[config.mk]
export PLATFORM = sky130hd
export DESIGN_NAME = pipeline_hazard_ctrl
export DESIGN_NICKNAME = d
export VERILOG_FILES = /design/src/rtl/rat_pipe_pkg.sv /design/src/rtl/hazard_scoreboard.sv /design/src/rtl/pipeline_hazard_ctrl.sv
export SDC_FILE = /design/constraint.sdc
export NUM_CORES = 1
export LEC_CHECK = 0
export BUFFER_PORTS_ARGS = -buffer_cell sky130_fd_sc_hd__buf_2
export CORE_AREA = 8 8 58 60
export DETAILED_ROUTE_END_ITERATION = 10
export DIE_AREA = 0 0 66 68
export HOLD_SLACK_MARGIN = 0.08
export MAX_ROUTING_LAYER = met4
export SLEW_MARGIN = 30
export SYNTH_ARGS = -nofsm -noshare
export SYNTH_HDL_FRONTEND = slang
export SYNTH_SLANG_ARGS = --single-unit
[constraint.sdc]
create_clock -name clk -period 4.3 [get_ports clk]
set_input_delay 0.645 -clock clk [delete_from_list [all_inputs] [get_ports clk]]
set_output_delay 0.645 -clock clk [all_outputs]
set_load 0.03 [all_outputs]
[src/rtl/rat_pipe_pkg.sv]
`default_nettype none
// ============================================================================
//  Module      : rat_pipe_pkg
//  Description : Shared types for the RAT pipeline hazard controller:
//                interrupt FSM state encoding and scoreboard entry layout.
//  Revision    : 1.0  initial release
// ============================================================================
package rat_pipe_pkg;

   localparam int REG_ADDR_W = 5;

   // Interrupt entry sequence states
   typedef enum logic [1:0] {
      IDLE   = 2'd0,
      DRAIN  = 2'd1,
      INJECT = 2'd2,
      VECTOR = 2'd3
   } int_state_t;

   // One in-flight register-file writer
   typedef struct packed {
      logic                  valid;
      logic [REG_ADDR_W-1:0] addr;
   } sb_entry_t;

endpackage : rat_pipe_pkg
`default_nettype wire

[src/rtl/hazard_scoreboard.sv]
`default_nettype none
// ============================================================================
//  Module      : hazard_scoreboard
//  Description : Shift register of in-flight register-file writers between
//                ID issue and write-back, with a two-port address match used
//                for RAW detection on the DX and DY source operands.
//  Revision    : 1.0  initial release
// ============================================================================
module hazard_scoreboard
   import rat_pipe_pkg::*;
#(
   parameter int SB_DEPTH = 2
) (
   input  logic                  clk,
   input  logic                  rst,
   input  logic                  load_valid,
   input  logic [REG_ADDR_W-1:0] load_addr,
   input  logic [REG_ADDR_W-1:0] src_x,
   input  logic [REG_ADDR_W-1:0] src_y,
   output logic                  match_x,
   output logic                  match_y,
   output logic                  empty
);

   sb_entry_t [SB_DEPTH-1:0] r_sb;
   logic      [SB_DEPTH-1:0] w_hit_x;
   logic      [SB_DEPTH-1:0] w_hit_y;
   logic      [SB_DEPTH-1:0] w_valid;

   // Age every writer by one slot per cycle; the oldest falls off at write-back
   always_ff @(posedge clk or posedge rst) begin
      if (rst) begin
         r_sb <= '0;
      end else begin
         r_sb[0].valid <= load_valid;
         r_sb[0].addr  <= load_addr;
         for (int i = 1; i < SB_DEPTH; i++) begin
            r_sb[i] <= r_sb[i-1];
         end
      end
   end

   generate
      for (genvar g = 0; g < SB_DEPTH; g++) begin : g_match
         assign w_valid[g] = r_sb[g].valid;
         assign w_hit_x[g] = r_sb[g].valid & (r_sb[g].addr == src_x);
         assign w_hit_y[g] = r_sb[g].valid & (r_sb[g].addr == src_y);
      end
   endgenerate

   assign match_x = |w_hit_x;
   assign match_y = |w_hit_y;
   assign empty   = ~|w_valid;

endmodule : hazard_scoreboard
`default_nettype wire

[src/rtl/pipeline_hazard_ctrl.sv]
`default_nettype none
// ============================================================================
//  Module      : pipeline_hazard_ctrl
//  Description : Central sequencer for the IF/ID and ID/EX pipeline registers.
//                Stalls decode on RAW hazards (no forwarding), flushes younger
//                stages after a taken branch and runs the interrupt entry
//                sequence (drain, inject, vector).
//  Revision    : 1.0  initial release
// ============================================================================
module pipeline_hazard_ctrl
   import rat_pipe_pkg::*;
#(
   parameter int SB_DEPTH     = 2,
   parameter int FLUSH_CYCLES = 2
) (
   input  logic                  clk,
   input  logic                  rst,
   input  logic                  id_valid,
   input  logic                  id_rf_wr,
   input  logic [REG_ADDR_W-1:0] id_wb_addr,
   input  logic                  id_uses_x,
   input  logic [REG_ADDR_W-1:0] id_src_x,
   input  logic                  id_uses_y,
   input  logic [REG_ADDR_W-1:0] id_src_y,
   input  logic                  ex_valid,
   input  logic                  ex_branch_taken,
   input  logic                  int_req,
   input  logic                  i_flag,
   output logic                  pc_stall,
   output logic                  ifid_stall,
   output logic                  ifid_flush,
   output logic                  idex_nop,
   output logic                  idex_interrupt,
   output logic                  int_ack,
   output logic                  int_busy
);

   localparam logic [1:0] c_flush_load = 2'(FLUSH_CYCLES);

   int_state_t r_state;
   int_state_t w_state_next;
   logic [1:0] r_flush_cnt;

   logic w_match_x;
   logic w_match_y;
   logic w_sb_empty;
   logic w_raw_stall;
   logic w_flush_active;
   logic w_issue;

   assign w_raw_stall    = id_valid & ((id_uses_x & w_match_x) | (id_uses_y & w_match_y));
   assign w_flush_active = (r_flush_cnt != 2'd0) | ex_branch_taken;
   // A writer only enters the scoreboard if it actually leaves ID this cycle
   assign w_issue        = ~w_raw_stall & ~w_flush_active & (r_state == IDLE);

   hazard_scoreboard #(
      .SB_DEPTH (SB_DEPTH)
   ) u_scoreboard (
      .clk        (clk),
      .rst        (rst),
      .load_valid (id_valid & id_rf_wr & w_issue),
      .load_addr  (id_wb_addr),
      .src_x      (id_src_x),
      .src_y      (id_src_y),
      .match_x    (w_match_x),
      .match_y    (w_match_y),
      .empty      (w_sb_empty)
   );

   // Bubble counter: reloaded by any taken branch or by the interrupt inject
   always_ff @(posedge clk or posedge rst) begin
      if (rst) begin
         r_flush_cnt <= 2'd0;
      end else if (ex_branch_taken || (r_state == INJECT)) begin
         r_flush_cnt <= c_flush_load;
      end else if (r_flush_cnt != 2'd0) begin
         r_flush_cnt <= r_flush_cnt - 2'd1;
      end
   end

   // Interrupt FSM state register
   always_ff @(posedge clk or posedge rst) begin
      if (rst) begin
         r_state <= IDLE;
      end else begin
         r_state <= w_state_next;
      end
   end

   // Interrupt FSM next state; a pending flush holds off both entry and inject
   always_comb begin
      w_state_next = r_state;
      case (r_state)
         IDLE: begin
            if (int_req && i_flag && !w_flush_active) begin
               w_state_next = DRAIN;
            end
         end
         DRAIN: begin
            if (!int_req) begin
               w_state_next = IDLE;
            end else if (w_sb_empty && !ex_valid && !w_flush_active) begin
               w_state_next = INJECT;
            end
         end
         INJECT: begin
            w_state_next = VECTOR;
         end
         VECTOR: begin
            if (r_flush_cnt == 2'd0) begin
               w_state_next = IDLE;
            end
         end
         default: begin
            w_state_next = IDLE;
         end
      endcase
   end

   // Pipeline control outputs in strict priority order
   always_comb begin
      pc_stall       = 1'b0;
      ifid_stall     = 1'b0;
      ifid_flush     = 1'b0;
      idex_nop       = 1'b0;
      idex_interrupt = 1'b0;
      int_ack        = 1'b0;
      if (w_flush_active) begin
         ifid_flush = 1'b1;
         idex_nop   = 1'b1;
      end else if (r_state == INJECT) begin
         idex_interrupt = 1'b1;
         int_ack        = 1'b1;
         pc_stall       = 1'b1;
         ifid_stall     = 1'b1;
      end else if ((r_state == DRAIN) || ((r_state == VECTOR) && (r_flush_cnt == 2'd0))) begin
         pc_stall   = 1'b1;
         ifid_stall = 1'b1;
         idex_nop   = 1'b1;
      end else if (w_raw_stall) begin
         pc_stall   = 1'b1;
         ifid_stall = 1'b1;
         idex_nop   = 1'b1;
      end
   end

   assign int_busy = (r_state != IDLE);

endmodule : pipeline_hazard_ctrl
`default_nettype wire
==> key figures <==
Floorplanning
  – Die area: 0.004488 mm^2
  – Die width: 66 um
  – Core area: 0.002567 mm^2
  – IO Count: 32
  – Die Y: 68 um
  – Starting Density: 0.3212
  – FP Rows: 19

Detailed routing
  – Routed Antenna Nets: 0
  – Vias per cell: 4.540
  – First DRT Iteration DRCs: 14
  – DRT Wirelength: 1.785 mm
  – Drt drc: 0
  – Drt pass-1 iters: 4
  – DR vias: 631
  – WL/cell: 12.84 um

Critical path
  – Cells along the critical path: buf_2, xor2_1, nor4_1, nand4_1, nand4_1, a31o_1, buf_2
  – CP delay by family, top: simple AND/OR/NAND/NOR gates
  – Worst setup path class: input port to output pin
  – Slowest CP cell: nor4_1
  – Reg-to-Reg Start: r_flush_cnt[0]
  – Worst EP required: 3.65 ns
  – WP data arrival: 1.89 ns
  – R2R depth: 7
  – Startpoint Class: input port
  – WP depth: 7
  – CP Launch Point: id_src_x[4]
  – Reg2Reg Setup Slack: 2.32 ns
  – Crit end category: output pin
  – Buf+Inv Stages, Crit Path: 2
  – CP max FO: 3
  – Max incr delay on CP: 0.30 ns

Min path
  – Tightest Hold Check Type: input port to async pin

CTS
  – CTS Buffer Depth: 2
  – Clk pin slew, worst setup/hold paths: 0.09 ns
  – Setup Buffers After CTS: 0
  – Post-CTS resize count: 0
  – Clock tree sinks: 16
  – Number of CTS-inserted buffers: 3
  – Root Driver: clkbuf_4
  – # H-tree levels: 1
  – Worst skew pair latency: 0.27 ns
  – TritonCTS clock tree: yes
  – Post-CTS Hold Buffers: 0

Synth
  – Top cell type by total area after synthesis: dfrtp_1
  – Syn Area/Cell: 10.99 um^2
  – Flops & latches, synth: 16
  – Gate Count Post-Synth: 75
  – Syn nets: 101
  – Post-synthesis sequential area ratio: 0.4856
  – Synthesized cell area: 824.5 um^2
  – Number of library cell types mapped by synthesis: 23
  – Area contributors post-synth: dfrtp_1 (49%), xor2_1 (17%), xnor2_1 (5.3%)
  – Yosys top cell area share: 0.4856
  – Synth warn: 0

Finish
  – Layout Utilization: 0.4050
  – ANT cells: 0
  – Fraction of layout cells with a size suffix above 1: 0.3611
  – Final nets: 135
  – # fillers: 259
  – Commonest non-fill, non-tap cell in the layout: buf_2
  – Commonest non-fill, non-tap cells in the layout: buf_2 (31), xor2_1 (16), dfrtp_1 (16), inv_1 (6)
  – Area growth, synth to finish: 26.10%

Pwr
  – Cell-internal power: 0.0002908 W
  – Combinational power share: 0.355
  – Power density over the cells: 431.9 mW/mm^2
  – Leak pwr: 0.5004 nW
  – Peak supply drop: 0.0002327 V
  – Seq pwr share: 0.432
  – Net Sw Frac: 0.3524
  – Clk network pwr share: 0.213
  – Sw Pwr: 0.0001583 W

Global route
  – Largest net degree at the start of global routing: 17
  – Final global-route overflow total: 0
  – Global-route wire length before repair: 2.918 mm
  – Tot GR Track Use: 0.08544
  – Initial antenna violation count: 0
  – Vias in the first global route: 707

Timing
  – Hold Fails Final Rpt: 0
  – Total negative setup slack: 0 ns
  – Minimum clock period: 2.532 ns
  – RSZ-0062 raised after global routing: false
  – Final period utilization: 0.5888
  – Achievable Freq: 395.0 MHz
  – Worst-margin pin slew: 0.5869 ns
  – Setup violators final: 0
  – Max_slew headroom: 0.6083
  – Skew final: 0.001826 ns
  – Slew Viols, Final: 0

Placement
  – RD Place Congestion: 0.7917
  – Buffers added on ports: 31
  – HPWL Detailed: 1.545 mm

Status
  – Outcome: complete, no violations

Job
  – Max Cap Viol: 0
## synth_stat cells
cell type / n
a21oi_1: 2
a21oi_2: 1
a311o_1: 1
a31o_1: 1
and2_1: 1
and2b_4: 1
buf_4: 2
dfrtp_1: 16
ha_1: 1
inv_1: 6
inv_2: 1
mux2_1: 2
nand2_1: 1
nand3_1: 2
nand4_1: 5
nor2_1: 2
nor2b_1: 1
nor3_1: 2
nor4_1: 4
o21ai_0: 1
or4_4: 1
xnor2_1: 5
xor2_1: 16
## registers in the layout, indices dropped and copies added, names as in the netlist, named ones only
| register | count |
|---|---|
| r_flush_cnt | 2 |
| r_state | 1 |
| u_scoreboard.r_sb | 12 |
## worst reg2reg max path, cell delays in order (launching register included)
cell and delay, ns:
dfrtp_1 0.40, inv_1 0.06, ha_1 0.23, and2b_4 0.19, inv_2 0.06, or4_4 0.42, a21oi_2 0.17, mux2_1 0.33
## how the worst max path moves through the flow
stage	endpoint	slack [ns]
after floorplan	int_ack	1.66
after global placement	idex_nop	1.77
after detailed placement	idex_nop	1.75
after CTS	idex_nop	1.75
after global routing	idex_nop	1.64
final	pc_stall	1.77
## kinds of logic (layout without fill, tap and decap cells)
logic type,Yosys count,in the layout,synth area share
compound gates,6,6,0.05159
xor+xnor,21,21,0.2231
fa+ha+maj,1,1,0.01517
buf+inv,9,42,0.05006
flops,16,16,0.4856
mux,2,2,0.02731
simple gates,20,20,0.1472
## power groups by stage
stage | Combinational (W) | Clock [W] | Sequential, W
after floorplan | 0.000121 | 0 | 0.000192
after global placement | 0.000157 | 0 | 0.000195
after detailed placement | 0.000160 | 0 | 0.000197
after CTS | 0.000161 | 0.000100 | 0.000194
after global routing | 0.000179 | 0.000108 | 0.000198
final | 0.000159 | 0.0000957 | 0.000194
## per-layer routing
metal | track usage | routed length [um] | share of wire
met5 | - | 0 | 0
met4 | 0.05333 | 27 | 0.015
met2 | 0.1474 | 930 | 0.52
met3 | 0.01473 | 70 | 0.039
met1 | 0.08968 | 756 | 0.42
## stage by stage
step / total power (W) / setup slack [ns] / hold WS, ns / instance area (um^2) / std cells
after global routing: 0.0004854 / 1.643 / 0.4450 / 1040 / 139
after global placement: 0.0003520 / 1.767 / 0.4190 / 1003 / 135
final: 0.0004491 / 1.768 / 0.4144 / 1040 / 139
after detailed placement: 0.0003578 / 1.752 / 0.4262 / 1003 / 135
after floorplan: 0.0003129 / 1.656 / 0.3950 / 824.5 / 75
after CTS: 0.0004558 / 1.753 / 0.4320 / 1040 / 139
## area by class of cell
class                   count  area (um^2)  area share
flip-flops and latches     16        400.4      0.3851
multi-input cells          50        382.9      0.3682
repair buffers             31        155.1      0.1492
well taps                  31        38.79     0.03730
clock buffers               4        36.28     0.03490
inverters                   7        26.28     0.02527
Note: power is estimated with default switching activity, not from simulation.
